[config.mk]
export PLATFORM = sky130hd
export DESIGN_NAME = umi_initiator
export DESIGN_NICKNAME = d
export VERILOG_FILES = /design/src/rtl/umi_initiator.sv
export SDC_FILE = /design/constraint.sdc
export NUM_CORES = 1
export LEC_CHECK = 0
export CORE_AREA = 2 2 585 587
export CTS_BUF_LIST = sky130_fd_sc_hd__clkbuf_8 sky130_fd_sc_hd__clkbuf_16
export DETAILED_ROUTE_END_ITERATION = 7
export DIE_AREA = 0 0 587 589
export GPL_TIMING_DRIVEN = 1
export PLACE_DENSITY_LB_ADDON = 0.15
export SLEW_MARGIN = 20
export SYNTH_ARGS = -nofsm -noshare
export SYNTH_HDL_FRONTEND = slang
export SYNTH_SLANG_ARGS = --single-unit
export TNS_END_PERCENT = 10
[constraint.sdc]
create_clock -name clk -period 2.2 [get_ports clk]
set_clock_uncertainty 0.1 [all_clocks]
set_input_delay 0.44 -clock clk [delete_from_list [all_inputs] [get_ports clk]]
set_output_delay 0.44 -clock clk [all_outputs]
set_load 0.05 [all_outputs]
[src/rtl/umi_initiator.sv]
// -----------------------------------------------------------------------------
// umi_initiator
//   Turns one local host request (read, acked write or posted write) into a
//   single UMI request transaction. For reads and acked writes it then waits
//   for the matching UMI response, with a timeout. Only one transaction can be
//   in flight at a time.
//
// Ports
//   clk, nreset          : single clock, asynchronous active-low reset
//   host_read/write/posted: request strobes, sampled only while host_ready=1
//   host_addr/srcaddr    : target address / return address
//   host_size/len        : UMI size and len fields
//   host_wrdata          : write payload
//   host_ready           : block idle, strobes are accepted this cycle
//   host_done            : one-cycle completion pulse
//   host_rddata          : read data, valid together with host_done for reads
//   host_err             : [0] bad response opcode/address, [1] timeout
//   uhost_req_*          : UMI request channel (valid/ready)
//   uhost_resp_*         : UMI response channel (valid/ready)
//
// Handshake: a transfer occurs on a rising clk edge where valid and ready are
// both 1. Once valid is raised, the payload holds steady until that edge.
// -----------------------------------------------------------------------------
module umi_initiator #(
  parameter int CW      = 32,
  parameter int AW      = 64,
  parameter int DW      = 256,
  parameter int TIMEOUT = 1023
) (
  input  logic          clk,
  input  logic          nreset,
  input  logic          host_read,
  input  logic          host_write,
  input  logic          host_posted,
  input  logic [AW-1:0] host_addr,
  input  logic [AW-1:0] host_srcaddr,
  input  logic [2:0]    host_size,
  input  logic [7:0]    host_len,
  input  logic [DW-1:0] host_wrdata,
  output logic          host_ready,
  output logic          host_done,
  output logic [DW-1:0] host_rddata,
  output logic [1:0]    host_err,
  output logic          uhost_req_valid,
  output logic [CW-1:0] uhost_req_cmd,
  output logic [AW-1:0] uhost_req_dstaddr,
  output logic [AW-1:0] uhost_req_srcaddr,
  output logic [DW-1:0] uhost_req_data,
  input  logic          uhost_req_ready,
  input  logic          uhost_resp_valid,
  input  logic [CW-1:0] uhost_resp_cmd,
  input  logic [AW-1:0] uhost_resp_dstaddr,
  input  logic [AW-1:0] uhost_resp_srcaddr,
  input  logic [DW-1:0] uhost_resp_data,
  output logic          uhost_resp_ready
);

  typedef enum logic [1:0] {IDLE = 2'd0, REQ = 2'd1, RESP = 2'd2} state_t;

  localparam logic [1:0] OP_NONE   = 2'd0;
  localparam logic [1:0] OP_READ   = 2'd1;
  localparam logic [1:0] OP_WRITE  = 2'd2;
  localparam logic [1:0] OP_POSTED = 2'd3;

  // Counter value seen in the TIMEOUT-th waiting cycle.
  localparam logic [15:0] TIMEOUT_LAST = 16'(TIMEOUT - 1);

  state_t          state, state_next;
  logic [1:0]      op_q;
  logic [AW-1:0]   addr_q, srcaddr_q;
  logic [2:0]      size_q;
  logic [7:0]      len_q;
  logic [DW-1:0]   wrdata_q, rddata_q;
  logic [15:0]     cnt_q;

  logic            accept, req_fire, resp_fire, timeout_hit;
  logic [4:0]      req_opcode, resp_opcode_exp;
  logic            resp_bad;

  // Response source address and upper command bits carry nothing we check.
  logic            unused_resp;
  assign unused_resp = ^{uhost_resp_srcaddr, uhost_resp_cmd[CW-1:5]};

  assign accept      = (state == IDLE) && (host_read || host_write || host_posted);
  assign req_fire    = (state == REQ) && uhost_req_ready;
  assign resp_fire   = (state == RESP) && uhost_resp_valid;
  // A response in the same cycle takes precedence over the timeout.
  assign timeout_hit = (state == RESP) && !uhost_resp_valid && (cnt_q == TIMEOUT_LAST);

  assign resp_opcode_exp = (op_q == OP_READ) ? 5'h02 : 5'h04;
  assign resp_bad = (uhost_resp_cmd[4:0] != resp_opcode_exp) ||
                    (uhost_resp_dstaddr != srcaddr_q);

  // State register
  always_ff @(posedge clk or negedge nreset) begin
    if (!nreset) state <= IDLE;
    else         state <= state_next;
  end

  // Next-state logic
  always_comb begin
    state_next = state;
    case (state)
      IDLE: if (accept) state_next = REQ;
      REQ:  if (req_fire) state_next = (op_q == OP_POSTED) ? IDLE : RESP;
      RESP: if (resp_fire || timeout_hit) state_next = IDLE;
      default: state_next = IDLE;
    endcase
  end

  // Output logic
  always_comb begin
    host_ready       = (state == IDLE);
    uhost_req_valid  = (state == REQ);
    uhost_resp_ready = (state != REQ);
    host_done        = 1'b0;
    host_err         = 2'b00;
    host_rddata      = rddata_q;
    if (req_fire && (op_q == OP_POSTED)) begin
      host_done = 1'b1;
    end else if (resp_fire) begin
      host_done = 1'b1;
      host_err  = {1'b0, resp_bad};
      // Forward read data so it is valid in the same cycle as host_done.
      if (op_q == OP_READ) host_rddata = uhost_resp_data;
    end else if (timeout_hit) begin
      host_done = 1'b1;
      host_err  = 2'b10;
    end
  end

  // Request payload built from the captured fields
  always_comb begin
    case (op_q)
      OP_READ:   req_opcode = 5'h01;
      OP_WRITE:  req_opcode = 5'h03;
      OP_POSTED: req_opcode = 5'h05;
      default:   req_opcode = 5'h00;
    endcase
    uhost_req_cmd        = '0;
    uhost_req_cmd[4:0]   = req_opcode;
    uhost_req_cmd[7:5]   = size_q;
    uhost_req_cmd[15:8]  = len_q;
    uhost_req_cmd[22]    = 1'b1;
    uhost_req_dstaddr    = addr_q;
    uhost_req_srcaddr    = srcaddr_q;
    uhost_req_data       = (op_q == OP_READ) ? '0 : wrdata_q;
  end

  // Captured request fields, read data and timeout counter
  always_ff @(posedge clk or negedge nreset) begin
    if (!nreset) begin
      op_q      <= OP_NONE;
      addr_q    <= '0;
      srcaddr_q <= '0;
      size_q    <= '0;
      len_q     <= '0;
      wrdata_q  <= '0;
      rddata_q  <= '0;
      cnt_q     <= '0;
    end else begin
      if (accept) begin
        op_q      <= host_read ? OP_READ : (host_write ? OP_WRITE : OP_POSTED);
        addr_q    <= host_addr;
        srcaddr_q <= host_srcaddr;
        size_q    <= host_size;
        len_q     <= host_len;
        wrdata_q  <= host_wrdata;
      end
      if (resp_fire && (op_q == OP_READ)) rddata_q <= uhost_resp_data;
      if (req_fire) cnt_q <= '0;
      else if ((state == RESP) && !uhost_resp_valid && !timeout_hit) cnt_q <= cnt_q + 16'd1;
    end
  end

endmodule

==> summary.md, run 1 <==
| Metric | Value |
|---|---|
| Maximum number of pins on one net before global-route repair | `70` |
| Crit. End Element | `primary output` |
| Number of synthesized flops with an enable pin | `0` |
| Async S/R FF share, synth | `100%` |
| Global route overflow | `0` |
| Initial antenna violation count | `103` |
| Final Cell Area | `0.0578 mm^2` |
| Ports | `1496` |
| Later-pin clock latency in the skew report | `830 ps` |
| TritonCTS clock tree | `built` |
| Slew at the pin closest to its max-slew limit | `661 ps` |
| CTS Buf Count | `105` |
| Final design utilization | `17.0%` |
| Die Ht | `589 um` |
| Fraction of layout cells with a size suffix above 1 | `48.6%` |
| Buffers on Ports | `1386` |
| Fmax | `301 MHz` |
| NetSw | `51800 uW` |
| Synthesized area per cell | `14.4 um^2` |
| Status | `complete, but fails checks` |
| Clock network power share | `15.0%` |
| Power Density | `1910 mW/mm^2` |
| Crit Path Class | `reg -> out` |
| H-tree levels | `3` |
| Register area share after synthesis | `53.7%` |
| Hold violation count in the final report | `0` |
| Die X | `587 um` |
| Placed inst area | `0.0537 mm^2` |
| Final setup TNS | `-501280 ps` |
| Clk buf depth | `4` |
| Min-delay worst type | `in -> reg` |
| Post-synthesis cell type count | `44` |
| Global-route wire length before repair | `245000 um` |
| Crit path time final | `3320 ps` |
| Gate Count Post-Synth | `2171` |
| Top FF cell, synth | `dfrtp_1` |
| DRT antenna net count | `0` |
| #FFs+latches synth | `671` |
| Leak | `0.0240 uW` |
| Int Pwr | `58500 uW` |
| Failing checks | `negative setup slack` |
| Setup Viol. Count Final | `881` |
| Die footprint | `0.346 mm^2` |
| Synth area leaders | `dfrtp_1, mux2_2, and2_1` |
| Top cells by count, synth | `mux2_2, dfrtp_1, and2_1` |
| Starting Density | `9.22%` |
| Clock transition at the registers of the reported paths | `60 ps` |
| # DRC | `0` |
| Worst Path Required | `1660 ps` |
| Critical Path Fanout Max | `16` |
| Peak supply drop | `0.860 mV` |
| Slew margin rel. | `56.0%` |
| RSZ-0062 raised after global routing | `yes` |
| Final WS setup | `-1120 ps` |
| Clock Sinks | `671` |
| Core area | `0.339 mm^2` |
| Vias in the first global route | `26358` |
| Area delta synth->final | `84.8%` |
| Post-synth top area cell | `dfrtp_1` |
| Total GRT Usage | `10.3%` |
| Clock root buffer | `clkbuf_16` |
| Combinational share of power | `65.0%` |
| Pins Over Slew Limit | `0` |
| Crit path DAT | `2780 ps` |
| Detail Placement HPWL | `151000 um` |
| Via Count | `24286` |
| Cell area after synthesis | `0.0312 mm^2` |
| RePlAce Congestion | `0.805` |
| Most common cell in the netlist | `mux2_2` |
| # rows | `214` |
| Top cell type's share of synthesized area | `53.7%` |
| Nets | `4609` |
| Reg power frac | `20.0%` |
| Sw frac | `47.0%` |
| 1st-iter DRT viols | `747` |
| Worst Setup Start Kind | `flip-flop` |
| Tcrit/Tclk final | `151%` |
| Vias/cell | `2.88` |
| Number of max-cap violations | `0` |
| Detailed-route wire length | `183000 um` |
| Syn. warnings | `0` |
| WL/cell | `21.7 um` |
| Pre-Repair DR Iteration Count | `4` |
## cells in the final DEF (no fill, tap or decap), types with 5 or more instances in the layout
master,n
mux2_2,786
clkdlybuf4s50_1,754
inv_1,28
conb_1,18
nor4_1,10
mux2_4,29
diode_2,32
buf_4,499
buf_12,308
and2_1,260
and3_1,6
xor2_1,55
buf_8,5
dfrtp_1,671
nand2_1,12
xnor2_1,14
clkinv_2,9
mux2_1,92
o21ai_0,8
clkbuf_8,29
nand4_1,11
nand3_1,10
buf_6,72
clkbuf_16,109
nor2_1,8
## final timing paths
| check | from | to | slack [ps] | cells after the start |
|---|---|---|---|---|
| setup / recovery | state[0]$_DFFE_PN0P_ | host_rddata[98] | -1120 | 8 |
| hold reg to reg | rddata_q[254]$_DFFE_PN0P_ | rddata_q[254]$_DFFE_PN0P_ | 380 | 1 |
| max in group asynchronous | nreset | rddata_q[247]$_DFFE_PN0P_ | 990 | 4 |
| setup reg to reg | state[0]$_DFFE_PN0P_ | rddata_q[61]$_DFFE_PN0P_ | -160 | 8 |
| hold / removal | host_wrdata[55] | wrdata_q[55]$_DFFE_PN0P_ | 120 | 2 |
| min in group asynchronous | nreset | rddata_q[172]$_DFFE_PN0P_ | 250 | 3 |
## kinds of logic after synthesis
logic type | after synthesis | synth area share, %
flops | 671 | 53.7
compound gates | 20 | 0.376
other cells | 2 | 0.0240
mux | 911 | 32.8
simple gates | 344 | 6.80
xor+xnor | 69 | 1.93
fa+ha+maj | 2 | 0.0801
buf+inv | 152 | 4.24
## metal layers
metal | track usage, % | wire length (um)
met1 | 10.6 | 65700
met2 | 18.5 | 93300
met3 | 5.24 | 20100
met4 | 1.98 | 3640
met5 | 0 | 513
## flip-flops by register name (all words and copies together) (netlist names)
name,flops
rddata_q,256
uhost_req_dstaddr,64
uhost_req_srcaddr,64
wrdata_q,256
state,2
len_q,8
cnt_q,16
op_q,2
size_q,3
## critical path: stages, from the launching register on
cell	delay [ps]
dfrtp_1	390
nor2b_2	150
nand2_2	110
nor2_8	100
buf_12	150
buf_16	200
buf_4	180
mux2_2	390
buf_4	210
## power by group through the flow
stage | logic, uW | clock network, uW | registers (uW)
global placement | 72100 | 0 | 22300
finish | 71700 | 16600 | 22000
floorplan | 36200 | 0 | 25700
CTS | 72700 | 17600 | 22100
global route | 74700 | 18000 | 22900
detailed placement | 72100 | 0 | 22300
## layout make-up
class	instances	area, um^2
Tap cell	4536	5680
Clock buffer	135	3050
Timing Repair Buffer	1644	18500
Antenna cell	32	80.1
Sequential cell	671	16800
Fill cell	37371	281000
Multi-Input combinational cell	1364	13400
Inverter	3	11.3
Clock inverter	47	294
## metrics by stage
stage	total power, uW	cells	hold WS, ps	setup slack, ps
2_1_floorplan	61900	2187	44.4	-104
3_3_place_gp	94400	8203	362	-1140
3_5_place_dp	94400	8203	371	-1120
4_1_cts	112000	8391	1.17	-1310
5_1_grt	116000	8405	27.0	-1340
6_report	110000	8432	124	-1120
## what timing repair did
item | 4_1_cts | 5_1_grt
cloned | 0 | 4
resized for setup | 77 | 59
setup endpoints to repair | 1041 | 1087
pin swaps | 5 | 2
endpoints found under the hold margin | 445 | 0
hold buffers | 1 | 0
setup buffers | 5 | 6
Power figures use the tool's default switching activity.
==> run 2, diff against run 1 <==
- REMOVE_ABC_BUFFERS: default -> 1
- SKIP_LAST_GASP: default -> 1
==> run 2 against run 1 <==
Against the previous run:
- global-route usage up 1.7 points
- clock-buffer cell count down 3
- non-clock buffer count up 180
- critical endpoint is now host_rddata[140]
- the run still ends with negative setup slack left
- combinational power up 6.1%
- hold slack worse by 15 ps
- clock power up 3%
- wire length up 16%
- register-to-register slack worse by 180 ps
==> summary.md, run 2 (synthesized netlist as in run 1, its figures left out) <==
| Metric | Value |
|---|---|
| Number of max-cap violations | `0` |
| Critical path destination | `host_rddata[140]` |
| Leak | `0.0252 uW` |
| 1st-iter DRT viols | `702` |
| WL/cell | `24.7 um` |
| Clock root buffer | `clkbuf_16` |
| Crit. End Element | `primary output` |
| Slew at the pin closest to its max-slew limit | `643 ps` |
| Later-pin clock latency in the skew report | `820 ps` |
| Commonest cells after routing, fill and taps aside | `clkdlybuf4s50_1, mux2_2, dfrtp_1` |
| Maximum number of pins on one net before global-route repair | `100` |
| Placed inst area | `0.0540 mm^2` |
| Detail Placement HPWL | `178000 um` |
| Crit Path Class | `reg -> out` |
| Failing checks | `negative setup slack` |
| Slew margin rel. | `57.2%` |
| Crit path DAT | `2810 ps` |
| Clock network power share | `14.8%` |
| # rows | `214` |
| Die X | `587 um` |
| TritonCTS clock tree | `built` |
| Pins Over Slew Limit | `0` |
| Final setup TNS | `-484180 ps` |
| Vias/cell | `2.91` |
| Largest regs | `rddata_q x256, wrdata_q x256` |
| H-tree levels | `3` |
| Global route overflow | `0` |
| # DRC | `0` |
| Sw frac | `47.4%` |
| NetSw | `54900 uW` |
| Die Ht | `589 um` |
| Core area | `0.339 mm^2` |
| Peak supply drop | `0.885 mV` |
| RSZ-0062 raised after global routing | `yes` |
| Total GRT Usage | `11.9%` |
| Capturing point of the worst reg2reg path | `rddata_q[170]$_DFFE_PN0P_` |
| Fraction of layout cells with a size suffix above 1 | `46.7%` |
| Worst Setup Start Kind | `flip-flop` |
| Initial antenna violation count | `154` |
| R2R setup slack | `-340 ps` |
| Clk buf depth | `4` |
| Status | `complete, but fails checks` |
| DRT antenna net count | `0` |
| Via Count | `25142` |
| RePlAce Congestion | `0.795` |
| Setup Viol. Count Final | `634` |
| R2r startpoint | `state[0]$_DFFE_PN0P_` |
| Power Density | `1900 mW/mm^2` |
| Buffers on Ports | `1386` |
| Reg power frac | `19.4%` |
| Crit. Startpoint | `state[0]$_DFFE_PN0P_` |
| Clock Sinks | `671` |
| Global-route wire length before repair | `277000 um` |
| Critical Path Fanout Max | `22` |
| R2R cell count | `10` |
| Worst Path Required | `1660 ps` |
| Commonest non-fill, non-tap cell in the layout | `clkdlybuf4s50_1` |
| Starting Density | `9.22%` |
| Ports | `1496` |
| Crit path time final | `3350 ps` |
| CTS Buf Count | `105` |
| Int Pwr | `60800 uW` |
| Fmax | `298 MHz` |
| Pre-Repair DR Iteration Count | `4` |
| Tcrit/Tclk final | `152%` |
| Min-delay worst type | `in -> reg` |
| Final WS setup | `-1150 ps` |
| Vias in the first global route | `27072` |
| Area delta synth->final | `94.7%` |
| Nets | `4789` |
| Final Cell Area | `0.0608 mm^2` |
| Hold violation count in the final report | `0` |
| Clock transition at the registers of the reported paths | `60 ps` |
| Detailed-route wire length | `213000 um` |
| Combinational share of power | `65.8%` |
| Die footprint | `0.346 mm^2` |
run 2: cell types whose count changed in the layout (fill, tap and decap cells not counted), moves of 13 or more:
| cell | previous run | this run |
|---|---|---|
| dlygate4sd3_1 | 1 | 159 |
| buf_4 | 499 | 445 |
| buf_8 | 5 | 49 |
| buf_12 | 308 | 346 |
| buf_6 | 72 | 36 |
| mux2_2 | 786 | 757 |
| mux2_4 | 29 | 56 |
| diode_2 | 32 | 49 |
| buf_16 | 2 | 16 |
| clkdlybuf4s50_1 | 754 | 767 |
run 2: metal layers:
| metal | track usage [%] | share of wire, % | up-vias |
|---|---|---|---|
| li1 | - | - | 11286 |
| met1 | 13.0 | 37 | 12343 |
| met2 | 20.7 | 49 | 1114 |
| met3 | 5.69 | 11 | 333 |
| met4 | 3.16 | 3.0 | 66 |
| met5 | 0 | 0.20 | - |
run 2: critical path: stages (launching register included):
cell	delay [ps]
dfrtp_1	380
nor2b_2	140
nand2_2	110
nor2_8	120
buf_12	160
buf_6	140
buf_12	150
buf_16	180
mux2_2	350
buf_4	200
run 2: power by group through the flow:
stage	clock (uW)	sequential (uW)	combinational, uW
final	17100	22400	76100
after global routing	18500	23300	79400
after CTS	18200	22600	77500
after detailed placement	0	22700	75900
after global placement	0	22700	75800
after floorplan	0	18800	17800
run 2: timing repair:
item / in CTS / in global routing
endpoints found under the setup margin: 623 / 691
pin swaps: 5 / 2
gates cloned: 13 / 2
hold buffers: 159 / 0
setup buffers: 24 / 18
hold endpoints to repair: 794 / 0
resized for setup: 142 / 93
run 2: worst min path at each step:
stage	startpoint	to	slack [ps]	depth (start not counted)
after floorplan	nreset	cnt_q[0]$_DFFE_PN0P_	40	0
after global routing	host_wrdata[155]	wrdata_q[155]$_DFFE_PN0P_	40	2
after CTS	host_wrdata[155]	wrdata_q[155]$_DFFE_PN0P_	0.1	2
after detailed placement	nreset	wrdata_q[40]$_DFFE_PN0P_	240	1
final	host_wrdata[166]	wrdata_q[166]$_DFFE_PN0P_	110	2
after global placement	nreset	wrdata_q[52]$_DFFE_PN0P_	240	1
run 2: final cells by class:
cell class                      instances  area, um^2
Fill cell                           37156      278000
Timing Repair Buffer                 1824       21300
Sequential cell                       671       16800
Multi-Input combinational cell       1364       13500
Tap cell                             4536        5680
Clock buffer                          132        3010
Clock inverter                         55         424
Antenna cell                           49         123
Inverter                                3        11.3
run 2: metrics by stage:
step                hold slack (ps)  setup WS (ps)  std cells  utilization, %  power (uW)
finish                          108          -1150       8634            17.9      116000
global route                   38.4          -1330       8599            17.9      121000
CTS                           0.120          -1330       8567            17.8      118000
detailed placement              241          -1470       8184            15.9       98600
global placement                243          -1610       8184            15.9       98600
floorplan                      44.4         -10010       2038               -       36600
==> run 3, diff against run 2 <==
- REMOVE_ABC_BUFFERS: 1 -> default
==> run 3 against run 2 <==
Against the previous run:
- the run still ends with negative setup slack left
- cell count shrank 2.4%
- sequential share of layout area grew 1.7 points
- largest power group unchanged
- utilization down 1.0 points
- die area unchanged
- non-clock buffer count is 185 lower
- cell area is 5.7% lower
- sequential power decreased by 2%
- first-iteration DRC count increased by 11%
- setup slack got worse by 39 ps
==> summary.md, run 3 (synthesized netlist as in run 1, its figures left out) <==
| Metric | Value |
|---|---|
| Status | `complete, but fails checks` |
| Failing checks | `negative setup slack` |
| Slew margin rel. | `55.9%` |
| Area occupied by multi-input gates | `0.0133 mm^2` |
| Fin Hold WS | `124 ps` |
| Vias in the first global route | `26340` |
| Clk buf depth | `4` |
| Tcrit/Tclk final | `154%` |
| RePlAce Congestion | `0.805` |
| Global-route wire length before repair | `245000 um` |
| Crit path DAT | `2850 ps` |
| Commonest cells after routing, fill and taps aside | `mux2_2, clkdlybuf4s50_1, dfrtp_1` |
| Number of max-cap violations | `0` |
| Via Count | `24268` |
| Core area | `0.339 mm^2` |
| TritonCTS clock tree | `built` |
| Dpl ws | `-1120 ps` |
| Register area | `0.0168 mm^2` |
| Die Ht | `589 um` |
| Largest regs | `rddata_q x256, wrdata_q x256` |
| Vias/cell | `2.88` |
| Pins Over Slew Limit | `0` |
| Initial antenna violation count | `103` |
| Slew at the pin closest to its max-slew limit | `662 ps` |
| 1st-iter DRT viols | `780` |
| Clock transition at the registers of the reported paths | `60 ps` |
| FILL cells | `37396` |
| Crit path largest cell delay | `390 ps` |
| Fmax | `295 MHz` |
| Leak | `0.0239 uW` |
| Peak supply drop | `0.860 mV` |
| Crit path time final | `3390 ps` |
| Ports | `1496` |
| RSZ-0062 raised after global routing | `yes` |
| Hold violation count in the final report | `0` |
| Commonest non-fill, non-tap cell in the layout | `mux2_2` |
| Crit Path Class | `reg -> out` |
| CP dominant cell by count | `buf_4` |
| Clock root buffer | `clkbuf_16` |
| Crit. End Element | `primary output` |
| H-tree levels | `3` |
| Total GRT Usage | `10.3%` |
| Later-pin clock latency in the skew report | `830 ps` |
| Setup Viol. Count Final | `806` |
| Maximum number of pins on one net before global-route repair | `70` |
| Pre-Repair DR Iteration Count | `4` |
| Power Density | `1910 mW/mm^2` |
| DRT antenna net count | `0` |
| Nets | `4604` |
| Detail Placement HPWL | `151000 um` |
| Fraction of layout cells with a size suffix above 1 | `48.1%` |
| Buffers on Ports | `1386` |
| Min-delay worst type | `in -> reg` |
| Cell Chain, Critical Path | `xor2_1 -> nor4_2 -> buf_4 -> nand4_1 -> nor4_4 -> buf_4 -> a21oi_2 -> buf_12` |
| Area delta synth->final | `83.7%` |
| Clock Sinks | `671` |
| Final setup TNS | `-505960 ps` |
| # DRC | `0` |
| Global route overflow | `0` |
| Worst Path Required | `1660 ps` |
| Detailed-route wire length | `183000 um` |
| Die X | `587 um` |
| Placed inst area | `0.0537 mm^2` |
| Final Cell Area | `0.0574 mm^2` |
| WL/cell | `21.8 um` |
| Final WS setup | `-1190 ps` |
| Starting Density | `9.22%` |
| Critical Path Fanout Max | `2` |
| Final design utilization | `16.9%` |
| CTS Buf Count | `105` |
| Worst Setup Start Kind | `flip-flop` |
| Die footprint | `0.346 mm^2` |
| # rows | `214` |
| Slowest cell on the critical path | `dfrtp_1` |
run 3: cell types whose count changed in the layout (fill, tap and decap cells not counted), sizes merged:
cell           previous run  this run
bufbuf                    4         0
clkbuf                  134       139
inv                      34        32
clkinvlp                  2         4
clkinv                   17        13
diode                    49        33
bufinv                    5         1
dlygate4sd3             159         1
buf                     892       880
clkdlybuf4s50           767       754
run 3: routing by layer:
| metal | GRT usage, % | up-vias | part of all wire [%] |
|---|---|---|---|
| met2 | 18.5 | 1072 | 51 |
| met1 | 10.6 | 11983 | 36 |
| met4 | 2.02 | 78 | 1.8 |
| li1 | - | 10878 | - |
| met5 | 0 | - | 0.27 |
| met3 | 5.26 | 257 | 11 |
run 3: final cells by class:
cell class	count	area share, %
antenna	33	0.144
clock buffer	135	5.32
inverter	3	0.0196
clock inverter	47	0.512
tap	4536	9.89
sequential	671	29.3
multi-input combinational	1364	23.1
timing repair buffer	1639	31.8
run 3: timing repair:
| action | 4_1_cts | 5_1_grt |
|---|---|---|
| setup endpoints to repair | 1041 | 1085 |
| resized for setup | 30 | 5 |
| hold buffers | 1 | 0 |
| setup buffers | 5 | 0 |
| gates cloned | 0 | 4 |
| hold endpoints to repair | 445 | 0 |
| pin swaps | 1 | 0 |
run 3: report_power, final:
group,total [uW],internal [uW],switching (uW)
Sequential,22000,18600,3400
Clock,16600,9790,6830
Combinational,71100,29600,41500
Total,110000,58000,51700
run 3: final timing paths:
| path | start | slack [ps] | end | depth (start not counted) |
|---|---|---|---|---|
| setup / recovery | uhost_req_srcaddr[57]$_DFFE_PN0P_ | -1190 | host_err[0] | 8 |
| hold / removal | host_wrdata[55] | 120 | wrdata_q[55]$_DFFE_PN0P_ | 2 |
| setup reg to reg | state[0]$_DFFE_PN0P_ | -190 | rddata_q[61]$_DFFE_PN0P_ | 8 |
| hold reg to reg | rddata_q[250]$_DFFE_PN0P_ | 380 | rddata_q[250]$_DFFE_PN0P_ | 1 |
| max in group asynchronous | nreset | 990 | rddata_q[247]$_DFFE_PN0P_ | 4 |
| min in group asynchronous | nreset | 240 | rddata_q[172]$_DFFE_PN0P_ | 3 |
run 3: through the flow:
stage,std cells,power [uW]
global placement,8203,94400
finish,8428,110000
global route,8401,115000
CTS,8391,112000
floorplan,2187,61900
detailed placement,8203,94400
run 3: critical path, delay by kind of cell (launching register included):
| family | cells | cell delay, ps |
|---|---|---|
| AOI/OAI and AO/OA | 1 | 100 |
| xor gates and xnor gates | 1 | 180 |
| buffers and inverters | 3 | 510 |
| DFF | 1 | 390 |
| and+or+nand+nor | 3 | 840 |
